`config.mk`:
```
export PLATFORM = sky130hd
export DESIGN_NAME = clock_gate_ctrl
export DESIGN_NICKNAME = d
export VERILOG_FILES = /design/src/rtl/clock_gate_ctrl.sv
export SDC_FILE = /design/constraint.sdc
export NUM_CORES = 1
export LEC_CHECK = 0
export ABC_AREA = 1
export CAP_MARGIN = 25
export CORE_AREA = 4 4 44 46
export DETAILED_ROUTE_END_ITERATION = 8
export DIE_AREA = 0 0 48 50
export HOLD_SLACK_MARGIN = 0.03
export PLACE_DENSITY = 0.78
export SYNTH_ARGS = -nofsm -noshare
export SYNTH_HDL_FRONTEND = slang
export SYNTH_SLANG_ARGS = --single-unit
```
`constraint.sdc`:
```
create_clock -name clk_in -period 3.05 [get_ports clk_in]
set_clock_uncertainty 0.1 [all_clocks]
set_input_delay 0.61 -clock clk_in [delete_from_list [all_inputs] [get_ports clk_in]]
set_output_delay 0.61 -clock clk_in [all_outputs]
set_load 0.005 [all_outputs]
```
`src/rtl/clock_gate_ctrl.sv`:
```
// -----------------------------------------------------------------------------
// clock_gate_ctrl
//
// Enable-side controller for the integrated clock gate. Runs on the
// free-running clock. It watches for idle periods, asks the downstream domain
// to quiesce through sleep_req/sleep_ack, closes the gate once the request is
// accepted, and reopens it on wake or activity. clk_ready reports that the
// gated clock has been running long enough to be considered stable.
//
// Handshake: sleep_req is a level held high for as long as the controller
// sits in SLEEP. The downstream answers with sleep_ack. The ack is only
// sampled while sleep_req is high, on a rising clk_in edge. A request ends in
// one of three ways: it is withdrawn (wake), it is accepted (ack), or it
// times out (ack_timeout pulses for one cycle).
//
// Ports:
//   clk_in      in   free-running clock
//   rst_n       in   asynchronous active-low reset
//   activity    in   downstream busy indication
//   wake_req    in   explicit wake request (level or pulse)
//   test_mode   in   DFT override, forces the gate open
//   sleep_ack   in   downstream accepts the sleep request
//   gate_en     out  enable to clock_gate (registered enable OR test_mode)
//   clk_ready   out  gated clock running and stable
//   sleep_req   out  request to downstream to quiesce
//   ack_timeout out  one-cycle pulse when a sleep handshake times out
//   state       out  GATED=0, WAKE=1, RUN=2, SLEEP=3
// -----------------------------------------------------------------------------
module clock_gate_ctrl #(
   parameter int IDLE_CYCLES   = 16,
   parameter int WAKE_CYCLES   = 4,
   parameter int ACK_TIMEOUT   = 64,
   parameter bit START_ENABLED = 1'b1
) (
   input  logic       clk_in,
   input  logic       rst_n,
   input  logic       activity,
   input  logic       wake_req,
   input  logic       test_mode,
   input  logic       sleep_ack,
   output logic       gate_en,
   output logic       clk_ready,
   output logic       sleep_req,
   output logic       ack_timeout,
   output logic [1:0] state
);

   localparam int MAX_AB = (IDLE_CYCLES > WAKE_CYCLES) ? IDLE_CYCLES : WAKE_CYCLES;
   localparam int MAX_C  = (MAX_AB > ACK_TIMEOUT) ? MAX_AB : ACK_TIMEOUT;
   localparam int CW     = $clog2(MAX_C + 1);

   // Terminal counts; the IDLE value is unused when auto-gating is disabled.
   localparam logic [CW-1:0] WAKE_LAST = CW'(WAKE_CYCLES - 1);
   localparam logic [CW-1:0] ACK_LAST  = CW'(ACK_TIMEOUT - 1);
   localparam logic [CW-1:0] IDLE_LAST = CW'((IDLE_CYCLES == 0) ? 0 : IDLE_CYCLES - 1);

   typedef enum logic [1:0] {
      ST_GATED = 2'd0,
      ST_WAKE  = 2'd1,
      ST_RUN   = 2'd2,
      ST_SLEEP = 2'd3
   } state_t;

   state_t          state_q, state_d;
   logic [CW-1:0]   cnt_q, cnt_d;
   logic            first_q;        // high only during the first cycle after reset
   logic            gate_en_q, gate_en_d;
   logic            clk_ready_q, clk_ready_d;
   logic            sleep_req_q, sleep_req_d;
   logic            ack_timeout_q, ack_timeout_d;
   logic            timeout_hit;
   logic            wake;

   assign wake = activity | wake_req | test_mode;

   // ---------------------------------------------------------------- state reg
   always_ff @(posedge clk_in or negedge rst_n) begin
      if (!rst_n) begin
         state_q       <= ST_GATED;
         cnt_q         <= '0;
         first_q       <= 1'b1;
         gate_en_q     <= 1'b0;
         clk_ready_q   <= 1'b0;
         sleep_req_q   <= 1'b0;
         ack_timeout_q <= 1'b0;
      end else begin
         state_q       <= state_d;
         cnt_q         <= cnt_d;
         first_q       <= 1'b0;
         gate_en_q     <= gate_en_d;
         clk_ready_q   <= clk_ready_d;
         sleep_req_q   <= sleep_req_d;
         ack_timeout_q <= ack_timeout_d;
      end
   end

   // --------------------------------------------------------------- next state
   // The shared counter is cleared on every transition, so each state starts
   // counting from zero.
   always_comb begin
      state_d     = state_q;
      cnt_d       = cnt_q;
      timeout_hit = 1'b0;
      case (state_q)
         ST_GATED: begin
            if (wake || (START_ENABLED && first_q)) begin
               state_d = ST_WAKE;
               cnt_d   = '0;
            end
         end
         ST_WAKE: begin
            // Wake inputs are irrelevant here; the gate is simply held open.
            if (cnt_q == WAKE_LAST) begin
               state_d = ST_RUN;
               cnt_d   = '0;
            end else begin
               cnt_d = cnt_q + CW'(1);
            end
         end
         ST_RUN: begin
            if (wake) begin
               cnt_d = '0;
            end else if (IDLE_CYCLES != 0) begin
               if (cnt_q == IDLE_LAST) begin
                  state_d = ST_SLEEP;
                  cnt_d   = '0;
               end else begin
                  cnt_d = cnt_q + CW'(1);
               end
            end
         end
         ST_SLEEP: begin
            // Wake outranks ack so a simultaneous ack+activity aborts.
            if (wake) begin
               state_d = ST_RUN;
               cnt_d   = '0;
            end else if (sleep_ack) begin
               state_d = ST_GATED;
               cnt_d   = '0;
            end else if (cnt_q == ACK_LAST) begin
               state_d     = ST_RUN;
               cnt_d       = '0;
               timeout_hit = 1'b1;
            end else begin
               cnt_d = cnt_q + CW'(1);
            end
         end
         default: begin
            state_d = ST_GATED;
            cnt_d   = '0;
         end
      endcase
   end

   // ------------------------------------------------------------------ outputs
   // Registered outputs are decoded from the next state, so they change on
   // the same edge as the state. The gate only closes on entry to GATED,
   // which is reachable only from SLEEP (or reset).
   always_comb begin
      gate_en_d     = (state_d != ST_GATED);
      clk_ready_d   = (state_d == ST_RUN);
      sleep_req_d   = (state_d == ST_SLEEP);
      ack_timeout_d = timeout_hit;
   end

   assign gate_en     = gate_en_q | test_mode;
   assign clk_ready   = clk_ready_q;
   assign sleep_req   = sleep_req_q;
   assign ack_timeout = ack_timeout_q;
   assign state       = state_q;

endmodule

```
# After elaboration in Yosys (flattened, before gate mapping)
# Cells that the tools add are included.
totals:
  regBits: 14
  out_inout_bits: 6
  wordCells: 43
op_classes:
  n_addsub: 1
  n_eq_ne: 9
  n_mux: 20
  bitwise_logic: 3
  n_reduce_logical: 3
ops:
  columns: ["operator", "count"]
  rows:
  - ["2-to-1 mux 7 bit", 7]
  - ["case mux 7 bit (4 select lines)", 1]
  - ["2-to-1 mux 2 bit", 7]
  - ["== test 2 bit (second input constant)", 4]
  - ["case mux 2 bit (4 select lines)", 1]
  - ["adder 7 x 1 -> 7 bit (second input constant)", 1]
  - ["== test 7 x 2 -> 1 bit (second input constant)", 1]
  - ["== test 7 x 4 -> 1 bit (second input constant)", 1]
  - ["== test 7 x 6 -> 1 bit (second input constant)", 1]
  - ["2-to-1 mux 1 bit", 4]
  - ["OR 1 bit", 3]
  - ["== test 2 x 1 -> 1 bit (second input constant)", 1]
  - ["zero test 2 bit", 1]
  - ["!= test 2 bit (second input constant)", 1]
  - ["nonzero test 2 bit", 1]
  - ["logical OR 1 bit", 1]

# Logic depth before layout (Yosys ltp)
# Gate-level depths: netlist of run 1.
depth:
  depth_word: 6
  ltp_mapped: 9
  ltp_nobuf: 9

# Worst setup path after synthesis of run 1
# No wires, ideal clock.
synth_path:
  path_kind: "input to output"
  startpoint: "in test_mode"
  endpoint: "out gate_en"
  arrival_ns: 0.894
  path_slack_ns: 1.446
  cell_stages: 1
  cell_sequence: "or2_2"
synth_via:
  elab_chain_cells: 1
synth_rtl:
  columns: ["element", "line_no", "text"]
  rows:
  - ["start, declared", "39", "input logic test_mode,"]
  - ["OR 1 bit", "166", "assign gate_en = gate_en_q | test_mode;"]
  - ["end, declared", "41", "output logic gate_en,"]
# No other way between the ends.

# Final worst setup path of run 1
# Ends and elaborated chain as after synthesis.

==> flow_summary_export.csv, run 1 <==
group,metric,value,unit
die,core_region_area,1510,um^2
yosys,ys_ff_latch,14,
setup_path,cpPeakStageDelay,0.45,ns
route,drt-vias-per-instance,5.22,
grt,busiest_layer,"met2",
final_layout,fill_cells,131,
die,die_x,48,um
route,drtIter0Drc,13,
timing,slew_headroom,59.2,%
hold_path,hp-class,"register to register",
yosys,yosys_warnings,0,
timing,setup-tns-final,0,ns
clock_network,root_buffer,"clkbuf_4",
setup_path,endpoint_kind,"output port",
final_layout,layout_commonest_cell,"nand2_1",
yosys,ys_top_cells_by_area,"dfrtp_1, nand2_1, inv_1",
setup_path,crit_fanout,3,
timing,period_minus_slack,2.51,ns
clock_network,postCtsHoldBufs,0,
power,power_density,342,nW/um^2
job,maxCapViolations,0,
hold_path,holdCritStartpoint,"cnt_q[1]$_DFFE_PN0P_",
yosys,synthDistinctLibCells,22,
timing,finalHoldViolCount,0,
yosys,syn_area,828,um^2
yosys,synth_edf_count,0,
setup_path,crit_arrival,1.80,ns
route,drtPass1Iterations,4,
route,wl,1.74,mm
yosys,avgSynthCellArea,7.14,um^2
setup_path,worst_r2r_path_depth,8,
route,wire_per_inst,11.8,um
clock_network,cts_buffers,3,
timing,setup_ws,0.535,ns
grt,grt_pass1_vias,677,
setup_path,required,2.34,ns
yosys,yosys.area.top_type,"dfrtp_1",
route,drc,0,
setup_path,crit_type,"input pin to output port",
grt,grt_use_total,17.4,%
place,placed_area,958,um^2
final_layout,final_area,995,um^2
setup_path,start_kind,"input pin",
place,pre_cts_ws,0.525,ns
setup_path,worst-path-buf-inv,2,
final_layout,area_growth,20.1,%
place,gp_congestion,0.820,
final_layout,diodes,0,
final_layout,drive_above_1_share,13.7,%
timing,period_share,82.5,%
final_layout,final_net_count,139,
yosys,async_flop_share,100,%
die,dieArea,2400,um^2
setup_path,r2r_start,"cnt_q[0]$_DFFE_PN0P_",
setup_path,r2r_end,"cnt_q[3]$_DFFE_PN0P_",
route,ant_nets,0,
power,p_leak,0.490,nW
final_layout,instances_no_fill,147,
die,rows,14,
timing,fmax,0.398,GHz
final_layout,fin_util,66.0,%
route,vias,767,
clock_network,cts_tree,"built",
grt,met2_usage,24.9,%
final_layout,mostFrequentLayoutCells,"nand2_1, inv_1, nor2_1, dfrtp_1, clkdlybuf4s50_1",
setup_path,crit_family,"buffers and inverters",
die,die_y,50,um
power,finalPower,340,uW
clock_network,htreeDepth,1,
grt,grt_max_degree,15,
yosys,ys.flop_type,"dfrtp_1",
timing,finalMaxSlewViolations,0,
place,dp_cells,143,
clock_network,cts_buffer_depth,2,
clock_network,post-cts-setup-buffers,0,
clock_network,clock_sinks,14,
yosys,yosysTopAreaCellShare,39.3,%
hold_path,min_path_cells,2,
timing,holdWs,0.425,ns
yosys,syn-num-nets,123,
setup_path,rrSetupSlack,1.43,ns
die,initial_core_util,55.0,%
die,num_io_pins,12,
setup_path,crit_top_cell,"clkdlybuf4s50_1",
grt,grt_pass1_wl,2.92,mm
hold_path,min_to,"cnt_q[1]$_DFFE_PN0P_",
setup_path,cp_cell_sequence,"clkdlybuf4s50_1 -> or2_2 -> clkdlybuf4s50_1",
grt,grt-ovfl-total,0,
setup_path,crit_slowest_cell,"clkdlybuf4s50_1",
clock_network,clkLatencyLatePin,0.29,ns
status,status,"complete, no violations",
yosys,yosysSeqAreaShare,42.4,%
grt,use_met3,5.45,%
yosys,synth_cells,116,
clock_network,post_cts_resize_count,0,
timing,worst_pin_slew,0.609,ns
grt,use_met1,23.0,%
clock_network,clkTransAtPathRegs,0.09,ns
grt,antenna_found_initial,0,
timing,setup_viol,0,
power,ir_worst_vdd,0.270,mV
timing,rsz0062_at_grt,"no",
place,dp_hpwl,1.36,mm
place,io_buffer_count,11,
==> registers in the layout, indices dropped and copies added, names as in the netlist <==
| name | cells |
|---|---|
| ack_timeout | 1 |
| clk_ready | 1 |
| cnt_q | 7 |
| first_q | 1 |
| gate_en_q | 1 |
| sleep_req | 1 |
| state | 2 |
==> Yosys cell counts (3+ instances only) <==
master   number
inv_2         5
nand4_1       6
nand3_2       3
nor2_2        3
dfrtp_1      13
a21oi_1       3
inv_1        15
o21ai_1       3
nand2_1      31
nand3_1      10
nor2_1       13
==> cells by family (layout without fill, tap and decap cells) <==
| group | count (synthesis) | in the layout | synth area share (%) |
|---|---|---|---|
| buffers and inverters | 20 | 35 | 9.06 |
| adders and majority gates | 1 | 1 | 1.51 |
| DFF | 14 | 14 | 42.4 |
| other | 1 | 1 | 0.453 |
| AOI/OAI and AO/OA | 9 | 9 | 6.19 |
| xor gates and xnor gates | 1 | 1 | 1.06 |
| and+or+nand+nor | 70 | 70 | 39.3 |
==> how the worst max path moves through the flow <==
stage | endpoint | start | depth (start not counted) | slack (ns)
2_1_floorplan | gate_en | test_mode | 1 | 1.45
3_3_place_gp | gate_en | test_mode | 3 | 0.54
3_5_place_dp | gate_en | test_mode | 3 | 0.53
4_1_cts | gate_en | test_mode | 3 | 0.53
5_1_grt | gate_en | test_mode | 3 | 0.50
6_report | gate_en | test_mode | 3 | 0.54
==> power breakdown <==
part / switching (mW) / internal [mW]
clock network: 0.0655 / 0.0728
logic: 0.00855 / 0.00670
registers: 0.000165 / 0.187
total: 0.0742 / 0.266
==> per-layer routing <==
metal  wire length [um]  vias to the layer above  part of all wire, %
li1                   -                      399                    -
met1                817                      340                   47
met2                773                       21                   44
met3                108                        7                  6.2
met4                 42                        0                  2.4
met5                  0                        -                    0
==> final cells by class <==
class	instances	area (um^2)	share of cell area, %
repair buffers	11	110	11.1
clock buffers	4	36.3	3.65
flip-flops and latches	14	352	35.3
well taps	16	20.0	2.01
inverters	20	75.1	7.55
multi-input cells	82	402	40.4
==> worst reg2reg max path, cell delays in order, from the launching register on <==
cell	delay [ns]
dfrtp_1	0.39
ha_1	0.24
inv_1	0.06
nor3_1	0.19
nand2_1	0.10
nand2_1	0.11
nand3_2	0.15
nand2_1	0.10
o21ai_1	0.07
No activity file was read; power rests on OpenSTA's default activity.
==> run 2: changes to the inputs <==
--- a/config.mk
+++ b/config.mk
@@ -7,11 +7,11 @@
 export LEC_CHECK = 0
 export ABC_AREA = 1
 export CAP_MARGIN = 25
-export CORE_AREA = 4 4 44 46
+export CORE_AREA = 4 4 45 47
 export DETAILED_ROUTE_END_ITERATION = 8
-export DIE_AREA = 0 0 48 50
+export DIE_AREA = 0 0 49 51
 export HOLD_SLACK_MARGIN = 0.03
-export PLACE_DENSITY = 0.78
+export PLACE_DENSITY = 0.75
 export SYNTH_ARGS = -nofsm -noshare
 export SYNTH_HDL_FRONTEND = slang
 export SYNTH_SLANG_ARGS = --single-unit
==> constraint.sdc (replaced) <==
create_clock -name clk_in -period 2.32 [get_ports clk_in]
set_clock_uncertainty 0.1 [all_clocks]
set_input_delay 0.464 -clock clk_in [delete_from_list [all_inputs] [get_ports clk_in]]
set_output_delay 0.464 -clock clk_in [all_outputs]
set_load 0.005 [all_outputs]
==> run 2 against run 1 <==
Against the previous run: combinational power rose by 33%; critical path type unchanged; routed wire length shrank 3.7%; critical endpoint unchanged; highest routed layer unchanged; sequential power is 32% higher.
==> flow_summary_export.csv, run 2 (synthesized netlist as in run 1, its figures left out) <==
group,metric,value,unit
status,status,"complete, no violations",
setup_path,worst-path-buf-inv,2,
setup_path,cp_cell_sequence,"clkdlybuf4s50_1 -> or2_2 -> clkdlybuf4s50_1",
power,p_leak,0.490,nW
die,die_y,51,um
final_layout,area_growth,20.2,%
final_layout,regMostFlops,"cnt_q",
route,drt-vias-per-instance,5.35,
final_layout,final_net_count,139,
timing,rsz0062_at_grt,"no",
power,power.share.sequential,55.4,%
timing,finalHoldViolCount,0,
timing,holdWs,0.425,ns
setup_path,endpoint_kind,"output port",
grt,antenna_found_initial,0,
setup_path,rrSetupSlack,0.75,ns
final_layout,layout_commonest_cell,"nand2_1",
clock_network,htreeDepth,1,
grt,grt_max_degree,15,
setup_path,crit_type,"input pin to output port",
timing,fmax,0.448,GHz
route,drc,0,
setup_path,cpPeakStageDelay,0.45,ns
route,vias,792,
power,ir_worst_vdd,0.389,mV
setup_path,crit_arrival,1.67,ns
final_layout,largest_reg_flops,7,
clock_network,clkLatencyLatePin,0.29,ns
power,intPower,350,uW
power,finalPower,443,uW
clock_network,clock_sinks,14,
timing,period_share,96.2,%
die,rows,15,
place,gp_congestion,0.891,
setup_path,crit_fanout,3,
setup_path,crit_family,"buffers and inverters",
hold_path,hp-class,"register to register",
clock_network,post_cts_resize_count,0,
setup_path,crit_top_cell,"clkdlybuf4s50_1",
setup_path,crit_slowest_cell,"clkdlybuf4s50_1",
place,pre_cts_ws,0.0859,ns
final_layout,diodes,0,
clock_network,root_buffer,"clkbuf_4",
grt,grt_pass1_vias,687,
clock_network,post-cts-setup-buffers,0,
clock_network,clkTransAtPathRegs,0.08,ns
timing,setup_ws,0.0875,ns
die,num_io_pins,12,
setup_path,required,1.76,ns
power,netSwitchingPower,93.4,uW
place,io_buffer_count,11,
route,drtIter0Drc,17,
timing,finalMaxSlewViolations,0,
die,dieArea,2500,um^2
grt,grt_use_total,15.6,%
grt,grt-ovfl-total,0,
route,wire_per_inst,11.3,um
final_layout,drive_above_1_share,13.7,%
die,initial_core_util,50.2,%
setup_path,start_kind,"input pin",
final_layout,mostFrequentLayoutCells,"nand2_1, inv_1, nor2_1, dfrtp_1, clkdlybuf4s50_1",
clock_network,postCtsHoldBufs,0,
route,drtPass1Iterations,4,
power,power_density,445,nW/um^2
power,combPwrFrac,4.6,%
power,switching_share,21.1,%
timing,setup-tns-final,0,ns
clock_network,cts_buffer_depth,2,
place,dp_hpwl,1.30,mm
die,core_region_area,1650,um^2
route,wl,1.68,mm
power,p_clk_share,40.0,%
job,maxCapViolations,0,
timing,setup_viol,0,
timing,worst_pin_slew,0.614,ns
clock_network,cts_buffers,3,
die,die_x,49,um
timing,slew_headroom,58.9,%
grt,grt_pass1_wl,2.98,mm
timing,period_minus_slack,2.23,ns
clock_network,cts_tree,"built",
route,ant_nets,0,
run 2: cell counts in the layout (fill, tap and decap cells not counted):
Identical to the previous run, type by type.
run 2: cell type report:
| class | instances | area [um^2] |
|---|---|---|
| Inverter | 20 | 75.1 |
| Timing Repair Buffer | 11 | 110 |
| Multi-Input combinational cell | 82 | 402 |
| Tap cell | 17 | 21.3 |
| Clock buffer | 4 | 36.3 |
| Sequential cell | 14 | 352 |
| Fill cell | 154 | 656 |
run 2: worst min-delay path, cell delays in order, from the launching register on:
cell	delay (ns)
dfrtp_1	0.37
nand2_1	0.06
nand2_1	0.06
run 2: path summary, 6_finish.rpt:
check	startpoint	to	cells past startpoint
hold reg to reg	cnt_q[1]$_DFFE_PN0P_	cnt_q[1]$_DFFE_PN0P_	2
min in group asynchronous	rst_n	sleep_req$_DFF_PN0_	1
setup / recovery	test_mode	gate_en	3
hold / removal	cnt_q[1]$_DFFE_PN0P_	cnt_q[1]$_DFFE_PN0P_	2
setup reg to reg	cnt_q[0]$_DFFE_PN0P_	cnt_q[3]$_DFFE_PN0P_	8
max in group asynchronous	rst_n	cnt_q[4]$_DFFE_PN0P_	1
run 2: routing by layer:
layer | GRT usage, % | part of all wire (%) | vias up
li1 | - | - | 401
met1 | 19.9 | 47 | 368
met2 | 23.5 | 45 | 18
met3 | 3.21 | 4.8 | 5
met4 | 10.8 | 2.9 | 0
met5 | 0 | 0 | -
run 2: metrics by stage:
stage / utilization, % / cell area, um^2 / instances
4_1_cts: 60.3 / 996 / 148
2_1_floorplan: - / 828 / 116
3_3_place_gp: 58.1 / 960 / 144
6_report: 60.3 / 996 / 148
3_5_place_dp: 58.1 / 960 / 144
5_1_grt: 60.3 / 996 / 148
run 2: power groups by stage:
stage	registers (mW)	logic [mW]	clock network [mW]
4_1_cts	0.246	0.0207	0.182
5_1_grt	0.246	0.0233	0.198
3_5_place_dp	0.250	0.0205	0
2_1_floorplan	0.250	0.00559	0
3_3_place_gp	0.250	0.0204	0
6_report	0.246	0.0203	0.177
